File: config.mk
export PLATFORM = sky130hd
export DESIGN_NAME = change_dispenser
export DESIGN_NICKNAME = d
export VERILOG_FILES = /design/src/rtl/change_dispenser.sv
export SDC_FILE = /design/constraint.sdc
export NUM_CORES = 1
export LEC_CHECK = 0
export BUFFER_PORTS_ARGS = -buffer_cell sky130_fd_sc_hd__buf_2
export CORE_MARGIN = 2
export CORE_UTILIZATION = 55
export CTS_BUF_LIST = sky130_fd_sc_hd__clkbuf_8
export DETAILED_ROUTE_END_ITERATION = 10
export GPL_TIMING_DRIVEN = 0
export MAX_ROUTING_LAYER = met4
export PLACE_DENSITY_LB_ADDON = 0.05
export SLEW_MARGIN = 25
export SYNTH_ARGS = -nofsm -noshare
export SYNTH_HDL_FRONTEND = slang
export SYNTH_SLANG_ARGS = --single-unit
File: constraint.sdc
create_clock -name clock -period 5.76 [get_ports clock]
set_clock_uncertainty 0.1 [all_clocks]
set_input_delay 0.864 -clock clock [delete_from_list [all_inputs] [get_ports clock]]
set_output_delay 0.864 -clock clock [all_outputs]
set_load 0.03 [all_outputs]
File: src/rtl/change_dispenser.sv
// Pays owed change out as nickels and dimes over a four-phase eject/ack hopper
// handshake, tracking coin inventory, short-change, overflow and hopper jams.
module change_dispenser #(
  parameter int CNT_W       = 6,
  parameter int NICKEL_INIT = 10,
  parameter int DIME_INIT   = 10,
  parameter int ACK_TIMEOUT = 16
) (
  input  logic             clock,
  input  logic             reset,
  input  logic             vend,
  input  logic [2:0]       change,
  input  logic             coin_ack,
  input  logic             refill_nickel,
  input  logic             refill_dime,
  output logic             eject_nickel,
  output logic             eject_dime,
  output logic             busy,
  output logic             done,
  output logic             short_change,
  output logic             overflow,
  output logic             bad_code,
  output logic             jam,
  output logic [CNT_W-1:0] nickel_count,
  output logic [CNT_W-1:0] dime_count
);

  localparam int TMR_W = $clog2(ACK_TIMEOUT);
  localparam logic [TMR_W-1:0] TMR_LAST   = TMR_W'(ACK_TIMEOUT - 1);
  localparam logic [CNT_W-1:0] CNT_MAX    = '1;
  localparam logic [CNT_W-1:0] NICKEL_RST = CNT_W'(NICKEL_INIT);
  localparam logic [CNT_W-1:0] DIME_RST   = CNT_W'(DIME_INIT);

  typedef enum logic [2:0] {
    IDLE, SELECT, EJECT_D, EJECT_N, RELEASE, DONE, FAULT
  } state_t;

  state_t           state, state_next;
  logic [2:0]       rem, rem_next;
  logic [2:0]       pend, pend_next;
  logic             pend_valid, pend_valid_next;
  logic [TMR_W-1:0] timer, timer_next;
  logic             short_next, jam_next, bad_next, ovf_next;
  logic             take_nickel, take_dime;
  logic [CNT_W-1:0] nickel_next, dime_next;
  logic             vend_ok, vend_bad;

  assign vend_ok  = vend && (change != 3'd0) && (change <= 3'd5);
  assign vend_bad = vend && (change > 3'd5);

  always_comb begin
    state_next      = state;
    rem_next        = rem;
    pend_next       = pend;
    pend_valid_next = pend_valid;
    timer_next      = timer;
    short_next      = short_change;
    jam_next        = jam;
    bad_next        = vend_bad && (state != FAULT);
    ovf_next        = 1'b0;
    take_nickel     = 1'b0;
    take_dime       = 1'b0;

    // A request arriving mid-payout waits in the single-entry buffer
    if (vend_ok && (state inside {SELECT, EJECT_D, EJECT_N, RELEASE})) begin
      if (!pend_valid) begin
        pend_next       = change;
        pend_valid_next = 1'b1;
      end else begin
        ovf_next = 1'b1;
      end
    end

    case (state)
      IDLE: begin
        if (vend_ok) begin
          rem_next   = change;
          short_next = 1'b0;
          state_next = SELECT;
        end
      end
      SELECT: begin
        timer_next = '0;
        if (rem == 3'd0) begin
          state_next = DONE;
        end else if ((rem >= 3'd2) && (dime_count != '0)) begin
          state_next = EJECT_D;
        end else if (nickel_count != '0) begin
          state_next = EJECT_N;
        end else begin
          short_next = 1'b1;
          state_next = DONE;
        end
      end
      EJECT_D, EJECT_N: begin
        if (coin_ack) begin
          if (state == EJECT_D) begin
            take_dime = 1'b1;
            rem_next  = rem - 3'd2;
          end else begin
            take_nickel = 1'b1;
            rem_next    = rem - 3'd1;
          end
          state_next = RELEASE;
        end else if (timer == TMR_LAST) begin
          jam_next   = 1'b1;
          state_next = FAULT;
        end else begin
          timer_next = timer + TMR_W'(1);
        end
      end
      RELEASE: begin
        if (!coin_ack) state_next = SELECT;
      end
      // A vend landing in DONE is chained straight in rather than buffered
      DONE: begin
        if (pend_valid) begin
          rem_next   = pend;
          short_next = 1'b0;
          state_next = SELECT;
          if (vend_ok) pend_next = change;
          else pend_valid_next = 1'b0;
        end else if (vend_ok) begin
          rem_next   = change;
          short_next = 1'b0;
          state_next = SELECT;
        end else begin
          state_next = IDLE;
        end
      end
      FAULT: begin
        state_next = FAULT;
      end
      default: state_next = IDLE;
    endcase
  end

  // Refill and a same-coin payout in one cycle cancel; refills saturate
  always_comb begin
    nickel_next = nickel_count;
    dime_next   = dime_count;
    if (refill_nickel && !take_nickel) begin
      if (nickel_count != CNT_MAX) nickel_next = nickel_count + CNT_W'(1);
    end else if (take_nickel && !refill_nickel) begin
      nickel_next = nickel_count - CNT_W'(1);
    end
    if (refill_dime && !take_dime) begin
      if (dime_count != CNT_MAX) dime_next = dime_count + CNT_W'(1);
    end else if (take_dime && !refill_dime) begin
      dime_next = dime_count - CNT_W'(1);
    end
  end

  always_ff @(posedge clock) begin
    if (reset) begin
      state        <= IDLE;
      rem          <= '0;
      pend         <= '0;
      pend_valid   <= 1'b0;
      timer        <= '0;
      eject_nickel <= 1'b0;
      eject_dime   <= 1'b0;
      busy         <= 1'b0;
      done         <= 1'b0;
      short_change <= 1'b0;
      overflow     <= 1'b0;
      bad_code     <= 1'b0;
      jam          <= 1'b0;
      nickel_count <= NICKEL_RST;
      dime_count   <= DIME_RST;
    end else begin
      state        <= state_next;
      rem          <= rem_next;
      pend         <= pend_next;
      pend_valid   <= pend_valid_next;
      timer        <= timer_next;
      eject_nickel <= (state_next == EJECT_N);
      eject_dime   <= (state_next == EJECT_D);
      busy         <= (state_next != IDLE);
      done         <= (state_next == DONE);
      short_change <= short_next;
      overflow     <= ovf_next;
      bad_code     <= bad_next;
      jam          <= jam_next;
      nickel_count <= nickel_next;
      dime_count   <= dime_next;
    end
  end

endmodule

==> flow_summary.ini, run 1 <==
[floorplan]
rows = 23
start_util_pct = 57.27
ios = 29
dieHeight_um = 68.77
die_x_um = 68.77
core-area_sq_um = 4029
fp.dieArea_sq_um = 4729

[clock_tree]
cts_sinks = 34
holdBufCountCts = 0
cts_setup_buffers = 0
insertion_delay_ns = 0.29
ctsLongestPathBuffers = 2
clkTransAtPathRegs_ns = 0.08
numCtsBuffers = 5
post_cts_resized = 0
h-tree-depth = 2
clockRootBuffer = clkbuf_8
cts_tree = done

[sta]
finalSetupViolations = 0
drv_slew = 0
worstMarginPinSlew_ns = 0.6337
setup_tns_ns = 0
fin_crit_ns = 2.608
finalCritPeriodShare_pct = 45.28
max_freq_ghz = 0.3834
hold_viol = 0
rsz0062_at_grt = false
relSlewSlack_pct = 57.75

[power_and_ir_drop]
p_leak_uw = 0.001125
ir_drop_mv = 0.2736
power.density_nw_per_um2 = 392.7

[cells_and_area]
final_cell_mix = 34 x dfxtp_1, 30 x nor2_1, 29 x buf_2
instances_no_fill = 356
final_common_cell = dfxtp_1
drive_gt1_share_pct = 18.30
antenna-diode-count = 0
syn2layout_area_growth_pct = 11.88
layout.nets = 329

[grt]
antenna_found_initial = 0
grt_pass1_wl_um = 8942
grt_max_degree = 11
overflow = 0
grt_pass1_vias = 1905
grtUsageTotal_pct = 26.14

[drt]
drc = 0
top_layer_used = met4
wl_met2_um = 2407
vias = 2100
via_per_inst = 5.899
wl_met3_um = 204
routed_wirelength_um = 5290
drt_iter0_drc = 156
wl_per_cell_um = 14.86
ant_nets = 0
wl_met1_um = 2594
drtPass1Iterations = 5

[synth]
synth_edf_count = 0
syn_avg_cell_area_sq_um = 8.420
synthCells = 274
syn-num-nets = 298
ys_warn_count = 0
synth_seq_cells = 34
netlist_area_sq_um = 2307
synth-async-reset-ratio_pct = 0
seq_area_frac_synth_pct = 29.50
synth-main-ff-cell = dfxtp_1
ys_types = 71

[hold_path]
min_path_type = register to register

[critical_path]
crit_path_start_kind = input port
crit_chain = buf_6 -> nand4b_1 -> nand2_1 -> ha_1 -> a211oi_1 -> o21bai_1 -> a21oi_1 -> or4_1 -> o211ai_1
cp_slowest_cell = ha_1
path_max_fanout = 8
crit_required_ns = 5.83
crit_arrival_ns = 2.68
end_kind = register
critPathKind = input port to register
critPathMaxStageDelay_ns = 0.31

[placed_design]
gp_congestion = 0.9148
dp.cells = 348
portBuffers = 24
hpwl_um = 3908

[status]
status = finished, final reports clean

[job]
maxCapViolations = 0
through the flow:
| step | total power, uW | worst slack (ns) | hold slack [ns] | area (sq um) | util [%] |
|---|---|---|---|---|---|
| final | 1014 | 3.152 | 0.3748 | 2581 | 64.07 |
| after CTS | 1012 | 3.209 | 0.3863 | 2581 | 64.07 |
| after detailed placement | 826.2 | 2.890 | 0.3730 | 2490 | 61.80 |
| after floorplan | 714.5 | 3.165 | 0.3480 | 2307 | - |
| after global placement | 818.2 | 2.939 | 0.3520 | 2490 | 61.80 |
| after global routing | 1089 | 3.010 | 0.4026 | 2581 | 64.07 |
synth_stat cells, types with 2 or more instances:
cell type | n | area, sq um
xnor2_1 | 5 | 43.79
o21bai_1 | 5 | 37.54
nand4_1 | 2 | 12.51
a22o_1 | 2 | 17.52
inv_1 | 12 | 45.04
dfxtp_1 | 34 | 680.7
o21ai_0 | 15 | 75.07
a311oi_1 | 2 | 17.52
a21o_1 | 6 | 45.04
nor3b_1 | 2 | 15.01
o21ai_2 | 2 | 17.52
fa_1 | 2 | 40.04
nor2_1 | 30 | 112.6
nand3_1 | 6 | 30.03
nor2b_1 | 6 | 37.54
nor3_1 | 7 | 35.03
and2_1 | 2 | 12.51
a21oi_1 | 17 | 85.08
nand2_1 | 21 | 78.83
o31ai_1 | 3 | 22.52
mux2i_1 | 6 | 60.06
buf_6 | 2 | 22.52
nand2b_1 | 3 | 18.77
buf_2 | 5 | 25.02
clkbuf_1 | 5 | 18.77
a211o_1 | 2 | 17.52
and3_1 | 2 | 12.51
xor2_1 | 4 | 35.03
ha_1 | 13 | 162.7
a211oi_1 | 10 | 75.07
sequential cells by signal (all words and copies together) (netlist names):
| signal | count |
|---|---|
| overflow | 1 |
| state | 3 |
| rem | 3 |
| pend | 3 |
| nickel_count | 6 |
| bad_code | 1 |
| timer | 4 |
| done | 1 |
| eject_dime | 1 |
| eject_nickel | 1 |
| dime_count | 6 |
| pend_valid | 1 |
| busy | 1 |
| short_change | 1 |
| jam | 1 |
cells by family (layout without fill, tap and decap cells):
logic type	count (synthesis)	count (layout)	share of synthesized area, %
simple gates	96	96	22.56
xor+xnor	9	9	3.416
mux	8	8	3.579
flops	34	34	29.50
fa+ha+maj	15	15	8.785
compound gates	85	85	26.63
buf+inv	27	59	5.531
worst max-delay path: cells and delay by family:
kind / cells / cell delay (ns)
AO/OA/AOI/OAI: 4 / 0.80
buffers and inverters: 1 / 0.13
adder cells (fa/ha/maj): 1 / 0.31
AND/OR/NAND/NOR: 3 / 0.57
path summary, 6_finish.rpt:
path	start	end	slack, ns	depth (start not counted)
worst max-delay path	coin_ack	nickel_count[5]	3.15	9
worst min-delay path	jam	jam	0.37	2
worst max register to register	state[2]	nickel_count[5]	3.28	9
worst min register to register	jam	jam	0.37	2
area by class of cell:
| cell class | instances | area [sq um] |
|---|---|---|
| buffer | 14 | 78.83 |
| clock buffer | 6 | 82.58 |
| clock inverter | 2 | 8.758 |
| fill | 377 | 1448 |
| inverter | 13 | 48.80 |
| multi-input combinational | 213 | 1499 |
| sequential | 34 | 680.7 |
| tap | 50 | 62.56 |
| timing repair buffer | 24 | 120.1 |
metal layers:
metal	global-route usage (%)	up-vias
met5	-	-
met4	9.314	0
met3	4.708	7
met2	39.78	55
met1	34.87	977
li1	-	1061
power breakdown:
group | switching (uW) | internal, uW | leakage [uW]
combinational | 308 | 199 | 0.000794
sequential | 40.6 | 280 | 0.000278
clock | 91.0 | 94.7 | 0.0000524
total | 440 | 574 | 0.00112
No activity file was read; power rests on OpenSTA's default activity.
==> inputs of run 2 (changes only) <==
--- a/config.mk
+++ b/config.mk
@@ -7,7 +7,7 @@
 export LEC_CHECK = 0
 export BUFFER_PORTS_ARGS = -buffer_cell sky130_fd_sc_hd__buf_2
 export CORE_MARGIN = 2
-export CORE_UTILIZATION = 55
+export CORE_UTILIZATION = 54
 export CTS_BUF_LIST = sky130_fd_sc_hd__clkbuf_8
 export DETAILED_ROUTE_END_ITERATION = 10
 export GPL_TIMING_DRIVEN = 0
==> constraint.sdc (replaced) <==
create_clock -name clock -period 2.3 [get_ports clock]
set_clock_uncertainty 0.1 [all_clocks]
set_input_delay 0.345 -clock clock [delete_from_list [all_inputs] [get_ports clock]]
set_output_delay 0.345 -clock clock [all_outputs]
set_load 0.03 [all_outputs]
==> run 2 against run 1 <==
Net effect: hold slack worse by 0.091 ns; cell count grew 1.7%; via count up 0.57%; worst setup slack got worse by 3.0 ns; clock-buffer cell count increased by 2; die area increased by 1.7%; sequential power rose to 2.6 times the previous value; combinational power grew to 2.6 times the previous value; core utilization grew 2.7 points; first-iteration DRC count rose by 44%; global-route usage is 2.4 points lower; critical endpoint is now nickel_count[4].
==> flow_summary.ini, run 2 (synthesized netlist as in run 1, its figures left out) <==
[power_and_ir_drop]
sequentialPowerShare_pct = 30.5
switching_share_pct = 42.45
p_comb_share_pct = 49.6
ir_drop_mv = 0.6010
power.share.clock_pct = 19.9
internal_power_uw = 1538
fin_total_pwr_uw = 2673
p_leak_uw = 0.001164
power.density_nw_per_um2 = 987.3
net-switching-power_uw = 1135

[critical_path]
critPathMaxStageDelay_ns = 0.39
end_kind = register
path_delay_family = adder cells
startpoint = state[0]
cp_slowest_cell = fa_1
critPathKind = register to register
r2r_start = state[0]
worst-path-buf-inv = 2
r2r.worst_path.cells = 10
crit_path_start_kind = register
path_max_fanout = 10
crit_cells = 10
crit_arrival_ns = 2.23
crit_chain = clkbuf_4 -> nand4b_1 -> nand2_4 -> buf_4 -> fa_1 -> a21o_1 -> a21oi_1 -> xnor2_1 -> mux2i_1 -> nor2_1
crit_required_ns = 2.36

[cells_and_area]
reg_top3 = dime_count x6, nickel_count x6, timer x4
final_cell_mix = 32 x dfxtp_1, 30 x nor2_1, 28 x buf_2
syn2layout_area_growth_pct = 17.35
final_common_cell = dfxtp_1
drive_gt1_share_pct = 22.76
antenna-diode-count = 0
layout.nets = 335
final_area_sq_um = 2708

[clock_tree]
holdBufCountCts = 0
cts_tree = done
clkTransAtPathRegs_ns = 0.08
numCtsBuffers = 5
cts_sinks = 34
h-tree-depth = 2
clockRootBuffer = clkbuf_8
insertion_delay_ns = 0.29
ctsLongestPathBuffers = 2

[drt]
vias = 2112
ant_nets = 0
wl_met2_um = 2371
wl_met3_um = 264
via_per_inst = 5.834
drc = 0
drt_iter0_drc = 224
wl_per_cell_um = 14.91
drtPass1Iterations = 4
top_layer_used = met4
wl_met1_um = 2700
routed_wirelength_um = 5398

[grt]
grt_pass1_vias = 1885
grt_max_degree = 11
grt_pass1_wl_um = 9101
antenna_found_initial = 0
grtUsageTotal_pct = 23.70
overflow = 0

[hold_path]
min_path_type = input port to register
worst_hold_startpoint = change[1]
holdPathStages = 3

[placed_design]
hpwl_um = 3805
portBuffers = 24
gp_congestion = 0.8963
place_area_sq_um = 2490

[floorplan]
core-area_sq_um = 4058
rows = 23
die_x_um = 69.37
fp.dieArea_sq_um = 4812
ios = 29
dieHeight_um = 69.37
start_util_pct = 56.86

[sta]
max_freq_ghz = 0.4604
relSlewSlack_pct = 60.71
hold_viol = 0
finalCritPeriodShare_pct = 94.43
finalSetupViolations = 0
drv_slew = 0
worstMarginPinSlew_ns = 0.5894
fin_crit_ns = 2.172

[job]
maxCapViolations = 0

[status]
status = finished, final reports clean
==> run 2: cell types whose count changed in the layout (fill, tap and decap cells not counted), sizes merged <==
cell    previous run  this run
buf               32        38
clkbuf            12        14
clkinv             1         0
inv               14        13
==> run 2: worst paths after layout <==
kind	end	slack [ns]
setup / recovery	nickel_count[4]	0.13
hold / removal	pend[1]	0.28
setup reg to reg	nickel_count[4]	0.13
hold reg to reg	pend[0]	0.38
==> run 2: tightest hold or removal path: stages <==
cell and delay [ns]:
buf_4 0.14, mux2i_1 0.08, nor2_1 0.08
==> run 2: area by class of cell <==
class / instances / area [sq um]
Buffer: 14 / 87.58
Timing Repair Buffer: 30 / 165.2
Fill cell: 353 / 1350
Clock buffer: 8 / 110.1
Multi-Input combinational cell: 213 / 1550
Tap cell: 50 / 62.56
Inverter: 13 / 48.80
Sequential cell: 34 / 683.2
==> run 2: what timing repair did <==
| action | 4_1_cts | 5_1_grt |
|---|---|---|
| setup endpoints to repair | 2 | 3 |
| setup buffers | 0 | 6 |
| pin swaps | 1 | 5 |
| gates resized for setup | 4 | 11 |
| cloned | 0 | 0 |
==> run 2: power groups by stage <==
stage | Combinational (uW) | Clock, uW | Sequential (uW)
floorplan | 869 | 0 | 921
global route | 1460 | 567 | 833
global placement | 1240 | 0 | 818
CTS | 1270 | 538 | 807
detailed placement | 1250 | 0 | 818
finish | 1320 | 532 | 816
==> run 2: metal layers <==
metal  up-vias  GRT usage [%]
met1       978          33.97
met4         0          6.536
met5         -              -
li1       1073              -
met3         6          4.360
met2        55          34.19
==> run 2: per-stage QoR <==
| step | std cells | hold WS, ns | setup TNS [ns] | util (%) | setup WS (ns) |
|---|---|---|---|---|---|
| floorplan | 274 | 0.3480 | 0 | - | 0.1895 |
| global placement | 348 | 0.3519 | -0.07775 | 61.36 | -0.07775 |
| detailed placement | 348 | 0.3582 | -0.1225 | 61.36 | -0.1225 |
| CTS | 356 | 0.2790 | 0 | 64.54 | 0.02121 |
| global route | 362 | 0.3090 | -0.02569 | 66.73 | -0.02404 |
| finish | 362 | 0.2835 | 0 | 66.73 | 0.1281 |
==> inputs of run 3 (changes only) <==
--- a/config.mk
+++ b/config.mk
@@ -6,6 +6,7 @@
 export NUM_CORES = 1
 export LEC_CHECK = 0
 export BUFFER_PORTS_ARGS = -buffer_cell sky130_fd_sc_hd__buf_2
+export CORE_ASPECT_RATIO = 0.75
 export CORE_MARGIN = 2
 export CORE_UTILIZATION = 54
 export CTS_BUF_LIST = sky130_fd_sc_hd__clkbuf_8
==> run 3 against run 2 <==
Net effect: global-route usage is 1.5 points higher; cell count is 1.4% higher; routed wire length is 5.3% higher; maximum frequency is 0.28% lower; non-clock buffer count stayed put; largest power group unchanged; first-iteration DRC count is 42% lower.
==> flow_summary.ini, run 3 (synthesized netlist as in run 1, its figures left out) <==
[status]
status = finished, final reports clean

[cells_and_area]
final_cell_mix = 33 x dfxtp_1, 30 x nor2_1, 29 x buf_2
reg_top3 = dime_count x6, nickel_count x6, timer x4
antenna-diode-count = 0
layout.nets = 335
final_common_cell = dfxtp_1
nFillCells = 357
syn2layout_area_growth_pct = 16.87
final_area_sq_um = 2696
drive_gt1_share_pct = 22.76
final_util_pct = 66.10

[drt]
drt_iter0_drc = 131
via_per_inst = 5.951
drtPass1Iterations = 4
vias = 2184
drc = 0
ant_nets = 0
routed_wirelength_um = 5682
wl_per_cell_um = 15.48

[clock_tree]
cts_tree = done
h-tree-depth = 2
clockRootBuffer = clkbuf_8
ctsLongestPathBuffers = 2
clkTransAtPathRegs_ns = 0.07
numCtsBuffers = 5
cts_sinks = 34
insertion_delay_ns = 0.29
holdBufCountCts = 0

[placed_design]
portBuffers = 24
hpwl_um = 4061
place_area_sq_um = 2496
gp_congestion = 0.9227

[grt]
grt-busiest-layer = met2
use_met2_pct = 36.25
grt_pass1_vias = 1920
grtUsageTotal_pct = 25.24
met1_usage_pct = 35.66
grt_max_degree = 12
grtUsageMet3_pct = 4.762
overflow = 0
grt_pass1_wl_um = 9052
antenna_found_initial = 0

[floorplan]
ios = 29
dieHeight_um = 60.61
core-area_sq_um = 4079
die_x_um = 79.48
fp.dieArea_sq_um = 4817
rows = 20
start_util_pct = 56.56

[sta]
drv_slew = 0
relSlewSlack_pct = 60.39
worst_hold_slack_ns = 0.2865
finalCritPeriodShare_pct = 94.70
finalSetupViolations = 0
max_freq_ghz = 0.4591
fin_crit_ns = 2.178
worstMarginPinSlew_ns = 0.5941
hold_viol = 0

[power_and_ir_drop]
p_leak_uw = 0.001153
ir_drop_mv = 0.4484
power.density_nw_per_um2 = 973.8

[critical_path]
end_kind = register
crit_path_start_kind = register
path_max_fanout = 10
crit_arrival_ns = 2.26
crit_required_ns = 2.38
critPathKind = register to register

[hold_path]
min_path_type = input port to register

[job]
maxCapViolations = 0
[run 3: power by group]
| part | internal (uW) | leakage, uW | switching [uW] |
|---|---|---|---|
| sequential | 702 | 0.000279 | 108 |
| clock | 241 | 0.0000472 | 234 |
| combinational | 538 | 0.000827 | 804 |
[run 3: stage by stage]
stage               power, uW  setup TNS (ns)  worst slack (ns)  std cells
floorplan                1789               0            0.1895        274
global placement         2057        -0.04680          -0.04680        353
detailed placement       2082        -0.09112          -0.09112        353
CTS                      2567               0         0.0009446        361
global route             2821        -0.01389         -0.007059        367
finish                   2626               0            0.1220        367
[run 3: worst paths after layout]
check            start       endpoint  slack, ns  cells after the start
max reg2reg   state[2]  dime_count[5]       0.12                      9
min reg2reg        jam            jam       0.38                      2
max           state[2]  dime_count[5]       0.12                      9
min          change[1]        pend[1]       0.29                      3
[run 3: area by class of cell]
cell class	count	area (sq um)	share of cell area [%]
multi-input combinational	213	1555	57.68
clock buffer	6	82.58	3.063
inverter	13	48.80	1.810
timing repair buffer	30	165.2	6.125
sequential	34	681.9	25.29
tap	55	68.82	2.552
clock inverter	2	12.51	0.4640
buffer	14	81.33	3.016
[run 3: critical path: stages, from the launching register on]
cell and delay, ns:
dfxtp_2 0.33, buf_4 0.15, nand3b_4 0.17, o21ai_4 0.25, ha_1 0.30, a211oi_2 0.27
o21bai_1 0.12, a21oi_1 0.19, o21bai_1 0.14, nand2_1 0.06
[run 3: per-layer routing]
layer | wire length [um] | part of all wire, %
met1 | 2800 | 49
met5 | 0 | 0
met2 | 2540 | 45
met3 | 270 | 4.8
met4 | 70 | 1.2
[run 3: repair_timing]
item | in CTS | in global routing
setup buffers | 0 | 6
pin swaps | 0 | 6
gates resized for setup | 3 | 11
endpoints found under the setup margin | 3 | 4
